File: src/rtl/ifetch_unit_if.sv
// Instruction-memory read channel between the fetch stage (master) and instruction memory (slave).
// The request is held together with a stable address until the memory answers with ready.
interface ifetch_unit_if;
    logic        imem_req;
    logic [31:0] imem_addr;
    logic        imem_ready;
    logic [31:0] imem_rdata;

    modport master (
        output imem_req,
        output imem_addr,
        input  imem_ready,
        input  imem_rdata
    );

    modport slave (
        input  imem_req,
        input  imem_addr,
        output imem_ready,
        output imem_rdata
    );
endinterface

File: src/rtl/ifetch_unit.sv
// Instruction fetch stage: holds the PC, fetches one word per instruction over a req/ready
// channel, presents it to decode and advances the PC sequentially or to a branch target.
module ifetch_unit #(
    parameter logic [31:0] RESET_PC    = 32'h0000_0000,
    parameter logic [5:0]  HALT_OPCODE = 6'b111111
) (
    input  logic                clk,
    input  logic                rst_n,
    input  logic                nPC_sel,
    input  logic                stall,
    ifetch_unit_if.master       imem,
    output logic [31:0]         instr,
    output logic                instr_valid,
    output logic [31:0]         pc,
    output logic [31:0]         pc_plus4,
    output logic                halted
);

    typedef enum logic [1:0] {
        IDLE = 2'd0,
        REQ  = 2'd1,
        EXEC = 2'd2,
        HALT = 2'd3
    } state_t;

    state_t      state_r;
    state_t      state_s;
    logic [31:0] pc_r;
    logic [31:0] instr_r;
    logic [31:0] pc_next_s;
    logic        req_s;
    logic        valid_s;
    logic        halted_s;
    logic        is_halt_s;

    // Word-aligned, sign-extended branch displacement from the 16-bit immediate.
    function automatic logic [31:0] branch_offset(input logic [15:0] imm16);
        return {{14{imm16[15]}}, imm16, 2'b00};
    endfunction

    assign pc_plus4  = pc_r + 32'd4;
    assign is_halt_s = (instr_r[31:26] == HALT_OPCODE);

    // State register
    always_ff @(posedge clk or negedge rst_n) begin
        if (!rst_n) begin
            state_r <= IDLE;
        end else begin
            state_r <= state_s;
        end
    end

    // Next-state logic; stall outranks both HALT and branch decisions
    always_comb begin
        state_s = state_r;
        case (state_r)
            IDLE: state_s = REQ;
            REQ: begin
                if (imem.imem_ready) state_s = EXEC;
                else                 state_s = REQ;
            end
            EXEC: begin
                if (stall)          state_s = EXEC;
                else if (is_halt_s) state_s = HALT;
                else                state_s = REQ;
            end
            HALT:    state_s = HALT;
            default: state_s = IDLE;
        endcase
    end

    // Output decode from the state register, so reset clears them immediately
    always_comb begin
        req_s    = 1'b0;
        valid_s  = 1'b0;
        halted_s = 1'b0;
        case (state_r)
            REQ:     req_s    = 1'b1;
            EXEC:    valid_s  = 1'b1;
            HALT:    halted_s = 1'b1;
            default: req_s    = 1'b0;
        endcase
    end

    // Next PC selection; arithmetic wraps modulo 2^32
    always_comb begin
        pc_next_s = pc_plus4;
        if (nPC_sel) pc_next_s = pc_plus4 + branch_offset(instr_r[15:0]);
        else         pc_next_s = pc_plus4;
    end

    // PC and instruction registers
    always_ff @(posedge clk or negedge rst_n) begin
        if (!rst_n) begin
            pc_r    <= RESET_PC;
            instr_r <= 32'h0000_0000;
        end else begin
            if (state_r == REQ && imem.imem_ready) begin
                instr_r <= imem.imem_rdata;
            end
            if (state_r == EXEC && !stall && !is_halt_s) begin
                pc_r <= pc_next_s;
            end
        end
    end

    assign imem.imem_req  = req_s;
    assign imem.imem_addr = pc_r;
    assign instr          = instr_r;
    assign instr_valid    = valid_s;
    assign pc             = pc_r;
    assign halted         = halted_s;

endmodule

File: src/flat_wrapper.sv
// flat-port wrapper written by rule: the top's interface ports become plain ports
module ifetch_unit_flat 
#(
    parameter logic [31:0] RESET_PC    = 32'h0000_0000,
    parameter logic [5:0]  HALT_OPCODE = 6'b111111
)
  (clk, rst_n, nPC_sel, stall, instr, instr_valid, pc, pc_plus4, halted, imem_imem_req, imem_imem_addr, imem_imem_ready, imem_imem_rdata);
  ifetch_unit_if imem_i ();
  input  logic clk;
  input  logic rst_n;
  input  logic nPC_sel;
  input  logic stall;
  output logic [31:0] instr;
  output logic instr_valid;
  output logic [31:0] pc;
  output logic [31:0] pc_plus4;
  output logic halted;
  output wire logic [$bits(imem_i.imem_req)-1:0] imem_imem_req;
  output wire logic [$bits(imem_i.imem_addr)-1:0] imem_imem_addr;
  input wire logic [$bits(imem_i.imem_ready)-1:0] imem_imem_ready;
  input wire logic [$bits(imem_i.imem_rdata)-1:0] imem_imem_rdata;
  assign imem_imem_req = imem_i.imem_req;
  assign imem_imem_addr = imem_i.imem_addr;
  assign imem_i.imem_ready = imem_imem_ready;
  assign imem_i.imem_rdata = imem_imem_rdata;
  ifetch_unit #(.RESET_PC(RESET_PC), .HALT_OPCODE(HALT_OPCODE)) u_core (.clk(clk), .rst_n(rst_n), .nPC_sel(nPC_sel), .stall(stall), .imem(imem_i), .instr(instr), .instr_valid(instr_valid), .pc(pc), .pc_plus4(pc_plus4), .halted(halted));
endmodule
File: config.mk
export PLATFORM = sky130hd
export DESIGN_NAME = ifetch_unit_flat
export DESIGN_NICKNAME = d
export VERILOG_FILES = /design/src/rtl/ifetch_unit_if.sv /design/src/rtl/ifetch_unit.sv /design/src/flat_wrapper.sv
export SDC_FILE = /design/constraint.sdc
export NUM_CORES = 1
export LEC_CHECK = 0
export ABC_AREA = 1
export BUFFER_PORTS_ARGS = -buffer_cell sky130_fd_sc_hd__buf_2
export CAP_MARGIN = 20
export CORE_ASPECT_RATIO = 1.2
export CORE_MARGIN = 1
export CORE_UTILIZATION = 42
export DETAILED_ROUTE_END_ITERATION = 8
export PLACE_DENSITY = 0.75
export REMOVE_ABC_BUFFERS = 1
export SETUP_SLACK_MARGIN = 0.1
export SLEW_MARGIN = 0
export SYNTH_ARGS = -nofsm -noshare
export SYNTH_HDL_FRONTEND = slang
export SYNTH_SLANG_ARGS = --single-unit
File: constraint.sdc
create_clock -name clk -period 3.2 [get_ports clk]
set_clock_uncertainty 0.05 [all_clocks]
set_input_delay 0.16 -clock clk [delete_from_list [all_inputs] [get_ports clk]]
set_output_delay 0.16 -clock clk [all_outputs]
set_load 0.01 [all_outputs]
# Yosys cells after proc, flatten, opt, wreduce, memory -nomap -nowiden
# Cells that the tools add are included.
# Widths: inputs -> output; s select.
[totals]
regBits = 66
input_bits = 37
out_inout_bits = 131
elab_cells = 23
[classes]
n_addsub = 2
n_eq_ne = 4
n_mux = 8
reduce_logical = 6
[ops]
columns = ["op", "count"]
rows = [
  ["$add 32x3->32 const B", 1],
  ["$add 32x32->32", 1],
  ["$mux 32", 1],
  ["$pmux 2 s4", 1],
  ["$eq 6x6->1 const B", 1],
  ["$mux 2", 3],
  ["$eq 2x2->1 const B", 2],
  ["$logic_and 1x1->1", 3],
  ["$mux 1", 3],
  ["$eq 2x1->1 const B", 1],
  ["$logic_not 1->1", 2],
  ["$logic_not 2->1", 1],
]

# Longest topological paths before layout
# Gate-level depths: netlist (run 1).
[logic_depth]
depth_word = 4
depth_mapped = 26
mapped_depth_nobuf = 26

# Least setup slack after synthesis (run 1)
# No wires, ideal clock.
[synth_timing]
kind = "reg2reg"
from = "reg u_core.pc_r[3] (netlist: u_core.imem.imem_addr[3])"
to = "reg u_core.pc_r[29] (netlist: u_core.imem.imem_addr[29])"
setup_time_ps = 116
arrival_time_ps = 2712
required_ps = 3034
setup_slack_ps = 321
path_stages_with_launch = 21
n_path_buf = 0
period_less_slack_ps = 2879
cell_sequence = "dfrtp_1 -> ha_1 -> nand2_1 -> inv_2 -> nand2_4 -> nor2_8 -> inv_2 -> nor3_2 -> xor2_1 -> inv_1 -> ha_1 -> a21oi_1 -> nor2_1 -> nor2_1 -> nand2_1 -> a21oi_1 -> nand2_1 -> nand2_1 -> nand3_1 -> nand2_1 -> nand2_1"
[synth_via]
elab_chain_cells = 3
[synth_rtl]
columns = ["element", "line", "source"]
rows = [
  ["start: declaration", "ifetch_unit.sv:28", "logic [31:0] pc_r;"],
  ["start signal: assignment", "ifetch_unit.sv:102", "pc_r <= pc_next_s;"],
  ["$add 32x3->32", "ifetch_unit.sv:41", "assign pc_plus4 = pc_r + 32'd4;"],
  ["net pc_plus4[18]", "flat_wrapper.sv:16", "output logic [31:0] pc_plus4;"],
  ["$add 32x32->32", "ifetch_unit.sv:88", "if (nPC_sel) pc_next_s = pc_plus4 + branch_offset(instr_r[15:0]);"],
  ["$mux 32", "ifetch_unit.sv:88", ""],
]
# The timed path passes the listed nets, and every way through them passes these cells.
# A chain may end at the register's enable or synchronous reset.

# Final worst setup path (run 1)
[layout_timing]
from = "reg u_core.pc_r[3] (netlist: u_core.imem.imem_addr[3])"
to = "reg u_core.pc_r[15] (netlist: u_core.imem.imem_addr[15])"
[layout_via]
elab_chain_cells = 3
[layout_rtl]
columns = ["element", "line"]
rows = [
  ["$add 32x3->32 (*)", "ifetch_unit.sv:41"],
  ["$add 32x32->32", "ifetch_unit.sv:88"],
  ["$mux 32 (*)", "ifetch_unit.sv:88"],
]
# Mark *: on every way between the ends. The rest lies on a longest branch, timed or not.

==> results.md, run 1 <==
* Outcome: finished, violations left
* Failing checks: DRC
* Final Hold Fails at 0
* Final-layout fill cell count at 1283
* WP data required at 3.41 ns
* Grt total ovfl at 0
* DRT antenna net count at 0
* Worst hold path class: in2reg
* Io pins at 168
* Async SR Flop Fraction at 100.0%
* PD cells at 1217 mW/mm2
* Initial Util at 43.62%
* Adder-cell share of the synthesized area at 7.738%
* Worst r2r src: u_core.imem.imem_addr[3]$_DFFE_PN0P_
* Post-synthesis compound-gate area fraction at 7.327%
* Area Growth Syn to Fin at 31.49%
* Simple-Gate Fraction of Synth Area at 35.01%
* Tmin final at 3.016 ns
* First-pass DRT Iterations at 7
* Worst Path Class, Setup: reg2reg
* Crit. Startpoint: u_core.imem.imem_addr[3]$_DFFE_PN0P_
* Synth Instances at 926
* Largest family of logic cells by synthesized area: simple AND/OR/NAND/NOR gates
* Synth Area in XOR/XNOR at 4.157%
* Worst vdd ir at 666.9 uV
* Top cells by area, synth: dfrtp_1, nand2_1, inv_1
* Vias per Instance at 5.135
* Antenna violations before repair at 0
* CP max FO at 5
* HPWL after DPL at 15.10 mm
* Drt total wl at 19.87 mm
* Mapped Area at 0.006080 mm2
* Initial DRC Count at 429
* Die W at 111.8 um
* Count leader, synth: nand2_1
* Largest area contributor in the netlist: dfrtp_1
* Crit. End Element: register
* Total Die Area at 0.01496 mm2
* Yosys top cell area share at 26.34%
* Peak Freq at 0.3315 GHz
* Startpoint Class: register
* Max cap viols at 0
* Worst EP arrival at 3.22 ns
* Total power at 9.728 mW
* YS warnings at 0
* Htree depth at 3
* CTS tree: done
* CTS Root Cell: clkbuf_16
* Total Routing Usage GR at 26.34%
* Layout cells sized above 1 at 30.24%
* Vias in the first global route at 6251
* Leak pwr at 4.458 nW
* Worst rel slew slack at 46.69%
* Clk pin slew, worst setup/hold paths at 0.06 ns
* Largest net degree at the start of global routing at 43
* Top post-synthesis cells by count: nand2_1, inv_1, nor2_1
* Multiplexer share of the synthesized area at 5.742%
* Post-synth EDFFs at 0
* CTS buffer count at 9
* Nets at 1200
* Core ar. at 0.01394 mm2
* Seq cells post-synth at 64
* CTS max path bufs at 2
* Slew @ Worst Pin at 0.7988 ns
* Ant diodes at 0
* Final GP Congestion at 1.012
* First-pass GRT wire length at 30.53 mm
* Part of the Yosys area used for sequential elements at 26.34%
* Die Height at 133.8 um
* DR WL/cell at 15.26 um
* Syn Area/Cell at 6.565 um2
* Clock sinks at 64
* Worst Min Path Start: imem_imem_rdata[19]
* Endpoints failing setup at 0
* RSZ-0062 raised after global routing: true
* Fin crit share at 94.26%
* Rows at 47
* Number of port buffers at 161
* Post-route core utilization at 57.36%
* Unique cell type count in the Yosys netlist at 39
* Slew Viols, Final at 0
* Clk Latency, worst-skew pair at 0.35 ns
* DRC at 9
* Synth Flop Type: dfrtp_1
* Vias at 6686
==> logic make-up (layout without fill, tap and decap cells) <==
logic type,Yosys count,after routing
multiplexers,31,31
buffers and inverters,183,383
adder cells (fa/ha/maj),37,37
flip-flops,64,64
other,1,6
AND/OR/NAND/NOR,500,500
XOR/XNOR,28,28
AO/OA/AOI/OAI,82,82
==> through the flow <==
| stage | worst slack (ns) | setup TNS (ns) | instances | hold slack (ns) | cell area (um2) |
|---|---|---|---|---|---|
| floorplan | 0.2631 | 0 | 882 | -0.1856 | 5773 |
| global placement | 0.09277 | 0 | 1254 | 0.3255 | 7093 |
| detailed placement | -0.004568 | -0.004568 | 1254 | 0.3320 | 7093 |
| CTS | 0.1014 | 0 | 1291 | 0.001308 | 7632 |
| global route | 0.0008107 | 0 | 1302 | 0.009879 | 7994 |
| finish | 0.1838 | 0 | 1302 | 0.005627 | 7994 |
==> final timing paths <==
path | to | slack, ns | cells past startpoint
min reg2reg | u_core.instr[17]$_DFFE_PN0P_ | 0.45 | 1
min | u_core.instr[19]$_DFFE_PN0P_ | 0.006 | 2
min in group asynchronous | u_core.instr[14]$_DFFE_PN0P_ | 0.15 | 2
max | u_core.imem.imem_addr[15]$_DFFE_PN0P_ | 0.18 | 18
max in group asynchronous | u_core.imem.imem_addr[22]$_DFFE_PN0P_ | 2.19 | 4
max reg2reg | u_core.imem.imem_addr[15]$_DFFE_PN0P_ | 0.18 | 18
==> state kept, by name (all words and copies together) (netlist names) <==
register               count
u_core.imem.imem_addr     30
u_core.instr              32
u_core.state_r             2
==> cell usage in the layout, fill, tap and decap left out, types with 4 or more instances in the layout <==
| cell type | count |
|---|---|
| nand2_2 | 14 |
| nand3_1 | 63 |
| nand2_1 | 305 |
| ha_1 | 28 |
| nor2_2 | 15 |
| a21oi_2 | 4 |
| buf_4 | 50 |
| xnor2_1 | 6 |
| buf_2 | 161 |
| inv_1 | 126 |
| nor2_4 | 10 |
| o21ai_1 | 8 |
| nand3b_1 | 5 |
| a21o_1 | 5 |
| nand4_1 | 9 |
| mux2_2 | 31 |
| xor2_1 | 16 |
| conb_1 | 6 |
| dfrtp_1 | 59 |
| nor2_1 | 61 |
| o21bai_1 | 5 |
| a21oi_1 | 34 |
| nor3_2 | 5 |
| clkbuf_16 | 9 |
| dfrtp_2 | 5 |
| ha_4 | 6 |
| o21ai_0 | 20 |
| dlygate4sd3_1 | 21 |
| inv_2 | 6 |
==> layer usage <==
layer / up-vias / global-route usage, % / wire length, um
met1: 3074 / 30.84 / 7925
met3: 49 / 4.248 / 1300
met4: 0 / 13.14 / 756
met5: - / 0 / 0
met2: 285 / 46.58 / 9890
li1: 3278 / - / -
==> worst max-delay path, stage by stage (launching register included) <==
cell and delay, ns:
dfrtp_1 0.36, buf_4 0.14, nand2_2 0.06, nor2_4 0.17, and3_2 0.23, xor2_1 0.14, buf_4 0.15, inv_1 0.05
buf_4 0.13, ha_1 0.33, nand2_2 0.13, inv_1 0.05, nand2_1 0.06, nand2_1 0.09, a21oi_1 0.17, nand2_2 0.14
xor2_1 0.29, nor2_1 0.08, o22ai_1 0.12
==> layout make-up <==
type,instances,area (um2),area share (%)
inverter,134,506.7,6.339
timing repair buffer,233,1411,17.66
multi-input combinational,684,3948,49.38
clock inverter,6,67.56,0.8452
tap,171,214.0,2.676
clock buffer,10,239.0,2.990
sequential,64,1608,20.11
==> timing repair <==
action,in CTS,in global routing
setup buffers,0,10
pin swaps,0,14
gates resized for setup,4,66
hold endpoints to repair,60,0
setup endpoints to repair,11,20
hold buffers,21,0
==> power breakdown <==
part / total [mW] / switching (mW) / internal (mW)
Sequential: 1.66 / 0.445 / 1.21
Combinational: 7.04 / 4.27 / 2.77
Clock: 1.04 / 0.409 / 0.627
(Power assumes the default switching activity.)
==> run 2, diff against run 1 <==
- clock period: 3.2 -> 2.86 ns (I/O delays scaled with it)
==> run 2 against run 1 <==
Against the previous run:
- the run ends with DRC, setup timing left
- sequential cell count is the same
- via count is 8.8% higher
- power grew 32%
- largest power group unchanged
- sequential share of layout area fell by 2.6 points
- clock power increased by 15%
- count of clock-buffer cells in the layout decreased by 1
- fmax increased by 4.1%
==> results.md, run 2 (synthesized netlist as in run 1, its figures left out) <==
* Number of port buffers at 161 (unchanged)
* Switching Fraction at 51.04% (-1.6 points)
* Grt total ovfl at 0 (unchanged)
* RSZ-0062 raised after global routing: true
* Area Growth Syn to Fin at 51.18%
* Worst Min Path Start: imem_imem_rdata[16]
* Sequential Power Share at 14.8% (-2.2 points)
* Drt total wl at 22.34 mm (+12%)
* CTS buffer count at 9 (unchanged)
* Fin crit share at 101.3% (+7.0 points)
* Largest net degree at the start of global routing at 38 (-12%)
* PD cells at 1393 mW/mm2 (+14%)
* Slowest cell on crit path: dfrtp_2
* Antenna violations before repair at 0 (unchanged)
* Total power at 12.80 mW (+32%)
* Post-Layout Cell Count at 1397 (+7.3%)
* HPWL after DPL at 15.67 mm (+3.8%)
* Worst EP arrival at 3.08 ns (-0.14 ns)
* Outcome: finished, violations left
* Fin area at 0.009191 mm2 (+15%)
* CTS max path bufs at 2 (unchanged)
* Ant diodes at 0 (unchanged)
* Die W at 111.8 um (unchanged)
* Layout cells sized above 1 at 41.76% (+12 points)
* CP max FO at 4 (-1)
* Most common cell after layout, fill and taps aside: nand2_1
* Crit. Startpoint: u_core.imem.imem_addr[13]$_DFFE_PN0P_
* Die Height at 133.8 um (unchanged)
* Endpoints failing setup at 5 (+5)
* Max cap viols at 0 (unchanged)
* P_sw at 6.535 mW (+28%)
* Worst rel slew slack at 40.23% (-6.5 points)
* WP data required at 3.05 ns (-0.36 ns)
* Max reg flops at 32 (unchanged)
* Failing checks: DRC, setup timing
* Vias at 7274 (+8.8%)
* First-pass GRT wire length at 32.64 mm (+6.9%)
* Pre-CTS setup slack at -0.1542 ns (-0.1496 ns)
* Initial DRC Count at 538 (+25%)
* Initial Util at 43.62% (unchanged)
* Total negative slack at -0.1262 ns (-0.1262 ns)
* DRT antenna net count at 0 (unchanged)
* Worst hold path class: in2reg
* Total Routing Usage GR at 28.06% (+1.7 points)
* Final GP Congestion at 0.9367 (-7.4%)
* Io pins at 168 (unchanged)
* Crit path top cell by count: nand2_1
* Core ar. at 0.01394 mm2 (unchanged)
* Placed cell areas at 0.007649 mm2 (+7.8%)
* Commonest non-fill, non-tap cells in the layout: nand2_1, buf_2, buf_4, inv_1, dfrtp_1
* Startpoint Class: register
* Placed cells at 1328 (+5.9%)
* Slew Viols, Final at 0 (unchanged)
* DRC at 9 (unchanged)
* Crit-path leading delay family: simple AND/OR/NAND/NOR gates
* Htree depth at 3 (unchanged)
* CP Buf/Inv Count at 1 (-4)
* Pint at 6.270 mW (+36%)
* Clk Latency, worst-skew pair at 0.35 ns (about the same)
* First-pass DRT Iterations at 8 (+1)
* Worst vdd ir at 806.5 uV (+21%)
* Worst Path Class, Setup: reg2reg
* Post-route core utilization at 65.95% (+8.6 points)
* DR WL/cell at 15.99 um (+4.8%)
* Total Die Area at 0.01496 mm2 (unchanged)
* Final Hold Fails at 0 (unchanged)
* Leak pwr at 5.068 nW (+14%)
* Vias per Instance at 5.207 (+1.4%)
* CP Cell Sequence: nand2_1 > nor2_2 > nand2_1 > nor2_4 > nand2_2 > xor2_2 > inv_1 > ha_1 > nand2_1 > nand2_1 > o21bai_4 > a21oi_1 > nand3_1 > nand2_1 > nand3_2 > nand2_1 > nand2_1
* Rows at 47 (unchanged)
* Clk pin slew, worst setup/hold paths at 0.06 ns (about the same)
* Nets at 1296 (+8.0%)
* CTS tree: done
* CTS Root Cell: clkbuf_16
* Worst path max stage delay at 0.44 ns (+0.08 ns)
* Comb power frac at 75.8% (+3.5 points)
* Clock power share at 9.4% (-1.3 points)
* Slew @ Worst Pin at 0.8965 ns (+0.09771 ns)
* Clock sinks at 64 (unchanged)
* Worst r2r src: u_core.imem.imem_addr[13]$_DFFE_PN0P_
* Crit. End Element: register
* Final worst slack at -0.03611 ns (-0.2199 ns)
* Vias in the first global route at 6649 (+6.4%)
* Peak Freq at 0.3453 GHz (+4.1%)
* Hold Worst Slack at 0.002649 ns (-0.002977 ns)
* Tmin final at 2.896 ns (-0.1201 ns)
run 2: path summary, 6_finish.rpt:
check	cells after the start	to	slack (ns)
max	17	u_core.imem.imem_addr[24]$_DFFE_PN0P_	-0.04
min	2	u_core.instr[16]$_DFFE_PN0P_	0.003
max reg2reg	17	u_core.imem.imem_addr[24]$_DFFE_PN0P_	-0.04
min reg2reg	1	u_core.instr[21]$_DFFE_PN0P_	0.46
max in group asynchronous	3	u_core.imem.imem_addr[18]$_DFFE_PN0P_	1.57
min in group asynchronous	2	u_core.instr[21]$_DFFE_PN0P_	0.41
run 2: power by group through the flow:
stage,Clock (mW),Combinational (mW),Sequential [mW]
after detailed placement,0,7.86,1.82
after global placement,0,7.76,1.80
final,1.20,9.71,1.89
after floorplan,0,4.29,2.11
after CTS,1.20,8.52,1.83
after global routing,1.24,10.5,1.94
run 2: area by class of cell:
cell class                 count  area, um2
clock buffer                   9      225.2
clock inverter                 6      83.83
fill                        1095       4746
inverter                     134      505.5
multi-input combinational    684       4414
sequential                    64       1607
tap                          171      214.0
timing repair buffer         329       2142
run 2: per-layer routing:
layer  up-vias  GRT usage (%)  routed length [um]
li1       3457              -                   -
met1      3363          31.96                8151
met2       368          50.90               11480
met3        86          4.519                1632
met4         0          13.59                1079
met5         -              0                   0
run 2: timing repair:
action / CTS / global route
hold buffers: 30 / 0
resized for setup: 68 / 110
endpoints found under the setup margin: 21 / 24
pin swaps: 38 / 39
setup buffers: 12 / 12
endpoints found under the hold margin: 64 / 0
